<file path="config.mk">
export PLATFORM = sky130hd
export DESIGN_NAME = xorshift_cpu
export DESIGN_NICKNAME = d
export VERILOG_FILES = /design/src/rtl/xorshift_cpu.sv
export SDC_FILE = /design/constraint.sdc
export NUM_CORES = 1
export LEC_CHECK = 0
export ABC_AREA = 1
export BUFFER_PORTS_ARGS = -buffer_cell sky130_fd_sc_hd__buf_2
export CAP_MARGIN = 25
export CORE_MARGIN = 4
export CORE_UTILIZATION = 45
export CTS_CLUSTER_SIZE = 20
export DETAILED_ROUTE_END_ITERATION = 8
export GPL_TIMING_DRIVEN = 0
export PLACE_DENSITY_LB_ADDON = 0.3
export SLEW_MARGIN = 30
export SYNTH_ARGS = -nofsm -noshare
export SYNTH_HDL_FRONTEND = slang
export SYNTH_SLANG_ARGS = --single-unit
</file>
<file path="constraint.sdc">
create_clock -name clk -period 2.3 [get_ports clk]
set_input_delay 0.46 -clock clk [delete_from_list [all_inputs] [get_ports clk]]
set_output_delay 0.46 -clock clk [all_outputs]
set_load 0.02 [all_outputs]
</file>
<file path="src/rtl/xorshift_cpu.sv">
// Per-instance xorshift64 word generator: emits TRANSACTION_NB pseudo-random words
// with 0..3 idle cycles between them, then parks in DONE until reset.
module xorshift_cpu #(
  parameter int CPU_INDEX      = 0,
  parameter int TRANSACTION_NB = 16
) (
  input  logic        clk,
  input  logic        rst,
  output logic        data_vld,
  output logic [63:0] data,
  output logic        transactions_done
);

  localparam logic [31:0] IDX  = CPU_INDEX;
  localparam logic [31:0] NB   = TRANSACTION_NB;
  localparam logic [63:0] SEED = 64'h9E3779B97F4A7C15 ^ {32'd0, IDX};

  typedef enum logic {
    RUN  = 1'b0,
    DONE = 1'b1
  } state_t;

  function automatic logic [63:0] xs(input logic [63:0] v);
    logic [63:0] t;
    t = v ^ (v << 13);
    t = t ^ (t >> 7);
    t = t ^ (t << 17);
    return t;
  endfunction

  state_t      r_state;
  logic [63:0] r_x;
  logic [1:0]  r_gap;
  logic [31:0] r_count;
  logic        r_data_vld;
  logic [63:0] r_data;
  logic        r_done;

  logic [63:0] w_next_x;

  assign w_next_x = xs(r_x);

  // Generator FSM: emit when the idle counter is empty, otherwise count it down.
  always_ff @(posedge clk) begin
    if (rst) begin
      r_state    <= RUN;
      r_x        <= SEED;
      r_gap      <= 2'd0;
      r_count    <= 32'd0;
      r_data_vld <= 1'b0;
      r_data     <= 64'd0;
      r_done     <= 1'b0;
    end else begin
      case (r_state)
        RUN: begin
          if (r_gap == 2'd0) begin
            r_x        <= w_next_x;
            r_data     <= w_next_x;
            r_data_vld <= 1'b1;
            r_count    <= r_count + 32'd1;
            // Low bits of the emitted word set the idle time before the next one.
            r_gap      <= w_next_x[1:0];
            if (r_count + 32'd1 == NB) begin
              r_state <= DONE;
              r_done  <= 1'b1;
            end else begin
              r_done  <= 1'b0;
            end
          end else begin
            r_data_vld <= 1'b0;
            r_gap      <= r_gap - 2'd1;
          end
        end
        DONE: begin
          r_data_vld <= 1'b0;
          r_done     <= 1'b1;
        end
        default: begin
          r_state    <= RUN;
          r_data_vld <= 1'b0;
        end
      endcase
    end
  end

  assign data_vld          = r_data_vld;
  assign data              = r_data;
  assign transactions_done = r_done;

endmodule

</file>
# --- After elaboration in Yosys (flattened, before gate mapping) ---
# Index checks and enable logic that the tools add are counted.
# Widths: inputs -> output; s select.
word_totals:
  reg_bits: 165
  input_bits: 2
  out_inout_bits: 66
  elab_cells: 25
classes:
  n_addsub: 2
  n_eq_ne: 2
  muxes: 8
  bitwise_logic: 4
  reduce_logical: 2
op_table:
  columns: ["op", "count"]
  rows:
  - ["$xor 64x64->64", 2]
  - ["$xor 64x57->64", 1]
  - ["$add 32x1->32 const B", 1]
  - ["$eq 32x5->1 const B", 1]
  - ["$mux 1", 5]
  - ["$pmux 1 s2", 2]
  - ["$logic_not 2->1", 1]
  - ["$mux 2", 1]
  - ["$ne 2x2->1 const B", 1]
  - ["$reduce_and 2->1", 1]
  - ["$sub 2x1->2 const B", 1]
  - ["$not 1->1", 1]

# --- Depth between registers and ports, before layout ---
# Gate-level depths: netlist of run 1.
logic_depth:
  ltp_word: 5
  depth_mapped: 15
  depth_no_buf: 15

# --- Worst setup path before layout of run 1 ---
# No wires, ideal clock.
synth_timing:
  kind: "reg2reg"
  from: "register r_count[1]"
  to: "register r_done (netlist: transactions_done)"
  setup_time_ns: 0.059
  t_arrival_ns: 1.649
  required_ns: 2.241
  setup_slack_ns: 0.592
  stages_incl_launch_ff: 16
  path_buffers: 0
  synth_period_minus_slack_ns: 1.708
  cell_sequence: "dfxtp_1 > ha_1 > nand2_1 > nor2_4 > nand2_2 > nor2_4 > nand2_1 > nand2_1 > nand2_1 > nor2_1 > nand2_1 > nor2_1 > nand3_1 > nand2_1 > nand2_1 > nand2_1"
synth_via:
  elab_chain_len: 5
synth_lines:
  columns: ["element", "line", "text"]
  rows:
  - ["start, declared", "34", "logic [31:0] r_count;"]
  - ["start signal, assigned", "60", "r_count <= r_count + 32'd1;"]
  - ["$add 32x1->32", "63", "if (r_count + 32'd1 == NB) begin"]
  - ["$eq 32x5->1", "63", null]
  - ["$mux 1", "63", null]
  - ["$mux 1", "56", "if (r_gap == 2'd0) begin"]
  - ["$pmux 1 s2", "54", "case (r_state)"]
  - ["end signal, assigned", "52", "r_done <= 1'b0;"]
  - ["end signal, assigned", "65", "r_done <= 1'b1;"]
  - ["end signal, assigned", "67", "r_done <= 1'b0;"]
  - ["end, declared", "37", "logic r_done;"]
# Every way passes these cells. The select of a mux whose other input is x is not followed.
# A chain may end at the register's enable or synchronous reset.

# --- Worst setup path after layout of run 1 ---
# Ends and elaborated chain as after synthesis.

==> results.sh, run 1 <==
export IMPL_start_kind="register"
export IMPL_ant_nets=0
export IMPL_final_max_slew_violation_count=0
export IMPL_yosys_area_top_type_share_pct=37.80
export IMPL_status="finished clean"
export IMPL_wirelength_mm=21.45
export IMPL_clockBufferDepth=2
export IMPL_row_count=46
export IMPL_cts_tree="built"
export IMPL_area_delta_synth_final_pct=16.73
export IMPL_yosysMostFrequentCell="nand2_1"
export IMPL_synthArstFlopShare_pct=0
export IMPL_critPathMaxFanout=6
export IMPL_drc=0
export IMPL_cts_htree_levels=4
export IMPL_cts_sink_count=139
export IMPL_antenna_found_initial=0
export IMPL_cts_root_buf="clkbuf_16"
export IMPL_finalHoldViolCount=0
export IMPL_fp_dieH_um=135.9
export IMPL_tightest_slew_ns=0.7280
export IMPL_gr_usage_all_layers_pct=23.57
export IMPL_hp_class="reg -> reg"
export IMPL_start_util_pct=46.17
export IMPL_cap_violations=0
export IMPL_clock_skew_ns=0.009628
export IMPL_syn_nets=1034
export IMPL_yosys_top_cells_count="nand2_1, dfxtp_1, a21oi_1, xnor2_1, inv_1"
export IMPL_grt_max_degree=17
export IMPL_nets=1119
export IMPL_finalSetupViolations=0
export IMPL_first_pass_iters=5
export IMPL_reg2reg_depth=15
export IMPL_rsz0062_at_grt="no"
export IMPL_startpoint="r_count[1]$_SDFFE_PP0P_"
export IMPL_ys_seq_elements=139
export IMPL_timing_setup_tns_ns=0
export IMPL_clkLatencyLatePin_ns=0.42
export IMPL_drt_iter0_markers=634
export IMPL_die_w_um=135.9
export IMPL_ios=68
export IMPL_hpwl_mm=15.89
export IMPL_synth_area_um2=7361
export IMPL_endpoint_kind="register"
export IMPL_maxSlewHeadroom_pct=51.46
export IMPL_crit_end="transactions_done$_SDFFE_PP0P_"
export IMPL_synth_edf_count=0
export IMPL_vias_per_cell=5.069
export IMPL_clkTransAtPathRegs_ns=0.06
export IMPL_worstPathArrival_ns=2.42
export IMPL_wire_per_inst_um=15.97
export IMPL_rrSetupSlack_ns=0.24
export IMPL_fmax_ghz=0.4852
export IMPL_syn_inst=1030
export IMPL_die_area_um2=18470
export IMPL_via_count=6807
export IMPL_yosysWarnings=0
export IMPL_place_inst=1312
export IMPL_ys_types=30
export IMPL_seq_area_frac_synth_pct=37.80
export IMPL_worst_ep_required_time_ns=2.66
export IMPL_synthFlopType="dfxtp_1"
export IMPL_drive_gt1_share_pct=13.31
export IMPL_critPathKind="reg -> reg"
export IMPL_place_congestion=0.9216
export IMPL_period_needed_ns=2.061
export IMPL_r2r_end="transactions_done$_SDFFE_PP0P_"
export IMPL_coreArea_um2=15940
export IMPL_synth_top_cell_by_area="dfxtp_1"
export IMPL_synth_area_per_cell_um2=7.146
export IMPL_ys_top_cells_by_area="dfxtp_1, xnor2_1, nand2_1"
export IMPL_finalCritPeriodShare_pct=89.61
export IMPL_first_global_vias=6327
export IMPL_port_buffers=66
export IMPL_grt_pass1_wl_mm=33.47
export IMPL_fin_cells=1343
export IMPL_cts_inserted_buffers=17
export IMPL_reg2reg_from="r_count[1]$_SDFFE_PP0P_"
export IMPL_grt_remaining_overflow=0
export IMPL_diodes=0
## sequential cells by signal, indices dropped and copies added (netlist names)
signal / flops
r_x: 64
data: 38
r_count: 32
r_gap: 2
data_vld: 1
r_state: 1
transactions_done: 1
## layout by cell type (no fill, tap or decap), types with 5 or more instances in the layout
cell / n
xnor2_1: 109
a21oi_1: 123
inv_1: 100
clkbuf_1: 22
xor2_1: 22
buf_2: 68
clkbuf_16: 17
buf_1: 15
dfxtp_1: 137
o21ai_0: 68
nand2_2: 5
nor2_1: 90
nand3_1: 29
o211ai_1: 9
nor2_4: 8
buf_4: 28
nand2_1: 235
## per-layer routing
layer	global-route usage (%)	up-vias	share of wire, %
li1	-	3414	-
met1	30.98	3078	44
met2	37.83	255	46
met3	4.367	60	6.0
met4	10.53	0	3.9
met5	0	-	0
## cell type report
type                    count  area (um2)
well taps                 216       270.3
repair buffers             66       330.3
clock inverters            13       191.4
clock buffers              18       429.2
plain buffers              66       355.3
flip-flops and latches    139        2785
multi-input cells         724        3851
fillers                  1566        7351
inverters                 101       379.1
## metrics by stage
step | worst slack, ns | hold slack [ns] | util, % | cell area [um2]
3_3_place_gp | 0.1369 | 0.4523 | 49.94 | 7961
4_1_cts | 0.09418 | 0.4627 | 53.83 | 8582
5_1_grt | 0.01983 | 0.4745 | 53.89 | 8592
2_1_floorplan | 0.5920 | 0.4630 | - | 7361
3_5_place_dp | 0.1096 | 0.4538 | 49.94 | 7961
6_report | 0.2390 | 0.4626 | 53.89 | 8592
## critical path: stages, from the launching register on
cell and delay, ns:
dfxtp_2 0.38, ha_2 0.23, nand2_1 0.10, nor2_4 0.14, nand2_2 0.14, nor2_4 0.19
nand2_1 0.07, nand2_1 0.06, nand2_1 0.07, nor2_1 0.11, nand2_1 0.06, nor2_1 0.13
nand3_1 0.13, nand2_1 0.08, nand2_1 0.06, nand2_1 0.07
## worst min path at each step
stage                           from               endpoint  slack [ns]  cells past startpoint
5_1_grt        data[58]$_SDFFE_PP0P_  data[58]$_SDFFE_PP0P_        0.47                      2
2_1_floorplan   r_x[52]$_SDFFE_PP1P_   r_x[52]$_SDFFE_PP1P_        0.46                      2
6_report       data[49]$_SDFFE_PP0P_  data[49]$_SDFFE_PP0P_        0.46                      2
3_3_place_gp   data[11]$_SDFFE_PP0P_  data[11]$_SDFFE_PP0P_        0.45                      2
3_5_place_dp   data[58]$_SDFFE_PP0P_  data[58]$_SDFFE_PP0P_        0.45                      2
4_1_cts        data[58]$_SDFFE_PP0P_  data[58]$_SDFFE_PP0P_        0.46                      2
## cells by family after synthesis
| logic type | count (synthesis) | synth area share (%) |
|---|---|---|
| simple gates | 380 | 21.30 |
| flops | 139 | 37.80 |
| buf+inv | 167 | 9.978 |
| compound gates | 211 | 14.99 |
| fa+ha+maj | 2 | 0.3399 |
| xor+xnor | 131 | 15.59 |
## what timing repair did
| action | in CTS | in global routing |
|---|---|---|
| hold buffers | 0 | 0 |
| gates resized for setup | 0 | 4 |
| buffers inserted | 0 | 0 |
| setup endpoints to repair | 0 | 2 |
Power of run 1 is not shown: default switching activity piles up to over one toggle a cycle in this logic, so the estimate is an artifact.
==> run 2, diff against run 1 <==
--- a/config.mk
+++ b/config.mk
@@ -9,10 +9,11 @@
 export BUFFER_PORTS_ARGS = -buffer_cell sky130_fd_sc_hd__buf_2
 export CAP_MARGIN = 25
 export CORE_MARGIN = 4
-export CORE_UTILIZATION = 45
+export CORE_UTILIZATION = 60
 export CTS_CLUSTER_SIZE = 20
 export DETAILED_ROUTE_END_ITERATION = 8
 export GPL_TIMING_DRIVEN = 0
+export MAX_ROUTING_LAYER = met4
 export PLACE_DENSITY_LB_ADDON = 0.3
 export SLEW_MARGIN = 30
 export SYNTH_ARGS = -nofsm -noshare
==> results.sh, run 2 (synthesis results as in run 1) <==
export IMPL_status="finished clean"
export IMPL_clockBufferDepth=2
export IMPL_drive_gt1_share_pct=13.83
export IMPL_crit_chain="nor2_1 > inv_1 > nor2_2 > inv_2 > buf_2 > buf_1 > a21oi_1 > o21ai_0 > inv_1"
export IMPL_grt_max_degree=17
export IMPL_rrSetupSlack_ns=0.18
export IMPL_r2r_end="r_x[8]$_SDFFE_PP0P_"
export IMPL_timing_setup_tns_ns=0
export IMPL_worstPathArrival_ns=2.44
export IMPL_area_delta_synth_final_pct=15.88
export IMPL_grt_remaining_overflow=0
export IMPL_clkLatencyLatePin_ns=0.43
export IMPL_fp_dieH_um=118.8
export IMPL_coreArea_um2=12010
export IMPL_final_util_pct=71.01
export IMPL_reg2reg_depth=9
export IMPL_finalHoldViolCount=0
export IMPL_final_common_cell="nand2_1"
export IMPL_critPathKind="reg -> reg"
export IMPL_first_pass_iters=6
export IMPL_drt_iter0_markers=738
export IMPL_crit_slowest_cell="buf_1"
export IMPL_wirelength_mm=21.33
export IMPL_endpoint_kind="register"
export IMPL_port_buffers=66
export IMPL_ios=68
export IMPL_final_max_slew_violation_count=0
export IMPL_grt_pass1_wl_mm=33.38
export IMPL_min_to="data[50]$_SDFFE_PP0P_"
export IMPL_cap_violations=0
export IMPL_rsz0062_at_grt="no"
export IMPL_worst_ep_required_time_ns=2.62
export IMPL_maxSlewHeadroom_pct=51.05
export IMPL_die_area_um2=14100
export IMPL_fill_cells=986
export IMPL_fmax_ghz=0.4728
export IMPL_cts_root_buf="clkbuf_16"
export IMPL_cts_htree_levels=4
export IMPL_hpwl_mm=15.37
export IMPL_via_count=6958
export IMPL_cts_tree="built"
export IMPL_nets=1119
export IMPL_die_w_um=118.8
export IMPL_drc=0
export IMPL_ant_nets=0
export IMPL_worstHoldStart="data[50]$_SDFFE_PP0P_"
export IMPL_period_needed_ns=2.115
export IMPL_first_global_vias=6563
export IMPL_clock_skew_ns=0.008060
export IMPL_final_cell_mix="nand2_1, dfxtp_1, a21oi_1"
export IMPL_tightest_slew_ns=0.7343
export IMPL_diodes=0
export IMPL_cts_inserted_buffers=17
export IMPL_hold_depth=2
export IMPL_wire_per_inst_um=16.73
export IMPL_finalCritPeriodShare_pct=91.96
export IMPL_hp_class="reg -> reg"
export IMPL_post_cts_buffers=0
export IMPL_critPathMaxFanout=10
export IMPL_crit_top_cell="inv_1"
export IMPL_antenna_found_initial=0
export IMPL_row_count=40
export IMPL_vias_per_cell=5.457
export IMPL_clkTransAtPathRegs_ns=0.06
export IMPL_start_kind="register"
export IMPL_place_congestion=0.9738
export IMPL_gr_usage_all_layers_pct=31.22
export IMPL_largest_reg_flops=64
export IMPL_reg2reg_from="r_gap[0]$_SDFFE_PP0N_"
export IMPL_regMostFlops="r_x"
export IMPL_finalSetupViolations=0
export IMPL_start_util_pct=61.28
export IMPL_cpPeakStageDelay_ns=0.56
export IMPL_cts_sink_count=139
run 2: timing repair:
item                       CTS  global route
setup endpoints to repair    0             2
gates resized for setup      0            11
hold buffers                 0             0
run 2: critical path: cells and delay by family (launching register included):
kind / cells / cell delay, ns
AO/OA/AOI/OAI: 2 / 0.31
AND/OR/NAND/NOR: 2 / 0.15
buffers and inverters: 5 / 1.17
flip-flops: 1 / 0.36
run 2: worst max-delay path by stage:
| stage | from | endpoint | slack [ns] | cells after the start |
|---|---|---|---|---|
| after floorplan | r_count[1]$_SDFFE_PP0P_ | transactions_done$_SDFFE_PP0P_ | 0.59 | 15 |
| after global placement | r_count[1]$_SDFFE_PP0P_ | transactions_done$_SDFFE_PP0P_ | 0.11 | 15 |
| after detailed placement | r_count[1]$_SDFFE_PP0P_ | transactions_done$_SDFFE_PP0P_ | 0.07 | 15 |
| after CTS | r_count[1]$_SDFFE_PP0P_ | transactions_done$_SDFFE_PP0P_ | 0.03 | 15 |
| after global routing | r_count[1]$_SDFFE_PP0P_ | r_state$_SDFF_PP0_ | 0.04 | 15 |
| final | r_gap[0]$_SDFFE_PP0N_ | r_x[8]$_SDFFE_PP0P_ | 0.18 | 9 |
run 2: per-stage QoR:
| stage | setup slack, ns | cell area [um2] | hold WS, ns | instances |
|---|---|---|---|---|
| floorplan | 0.5920 | 7361 | 0.4630 | 1030 |
| CTS | 0.03329 | 8497 | 0.4636 | 1275 |
| global placement | 0.1103 | 7875 | 0.4509 | 1243 |
| detailed placement | 0.07117 | 7875 | 0.4544 | 1243 |
| global route | 0.03941 | 8529 | 0.4779 | 1275 |
| finish | 0.1849 | 8529 | 0.4609 | 1275 |
run 2: cell type report:
| class | count | area [um2] | share of cell area (%) |
|---|---|---|---|
| inverters | 101 | 379.1 | 4.445 |
| well taps | 147 | 183.9 | 2.156 |
| multi-input cells | 724 | 3874 | 45.42 |
| flip-flops and latches | 139 | 2785 | 32.65 |
| clock inverters | 14 | 182.7 | 2.142 |
| plain buffers | 66 | 355.3 | 4.166 |
| repair buffers | 66 | 330.3 | 3.873 |
| clock buffers | 18 | 439.2 | 5.149 |
run 2: routing by layer:
metal  global-route usage (%)  wire, um  up-vias
li1                         -         -     3426
met1                    36.79      8745     3171
met2                    50.12     10180      293
met3                    6.507      1491       68
met4                    16.65       904        0
met5                        -         0        -
Power of run 2 is left out for the same reason.
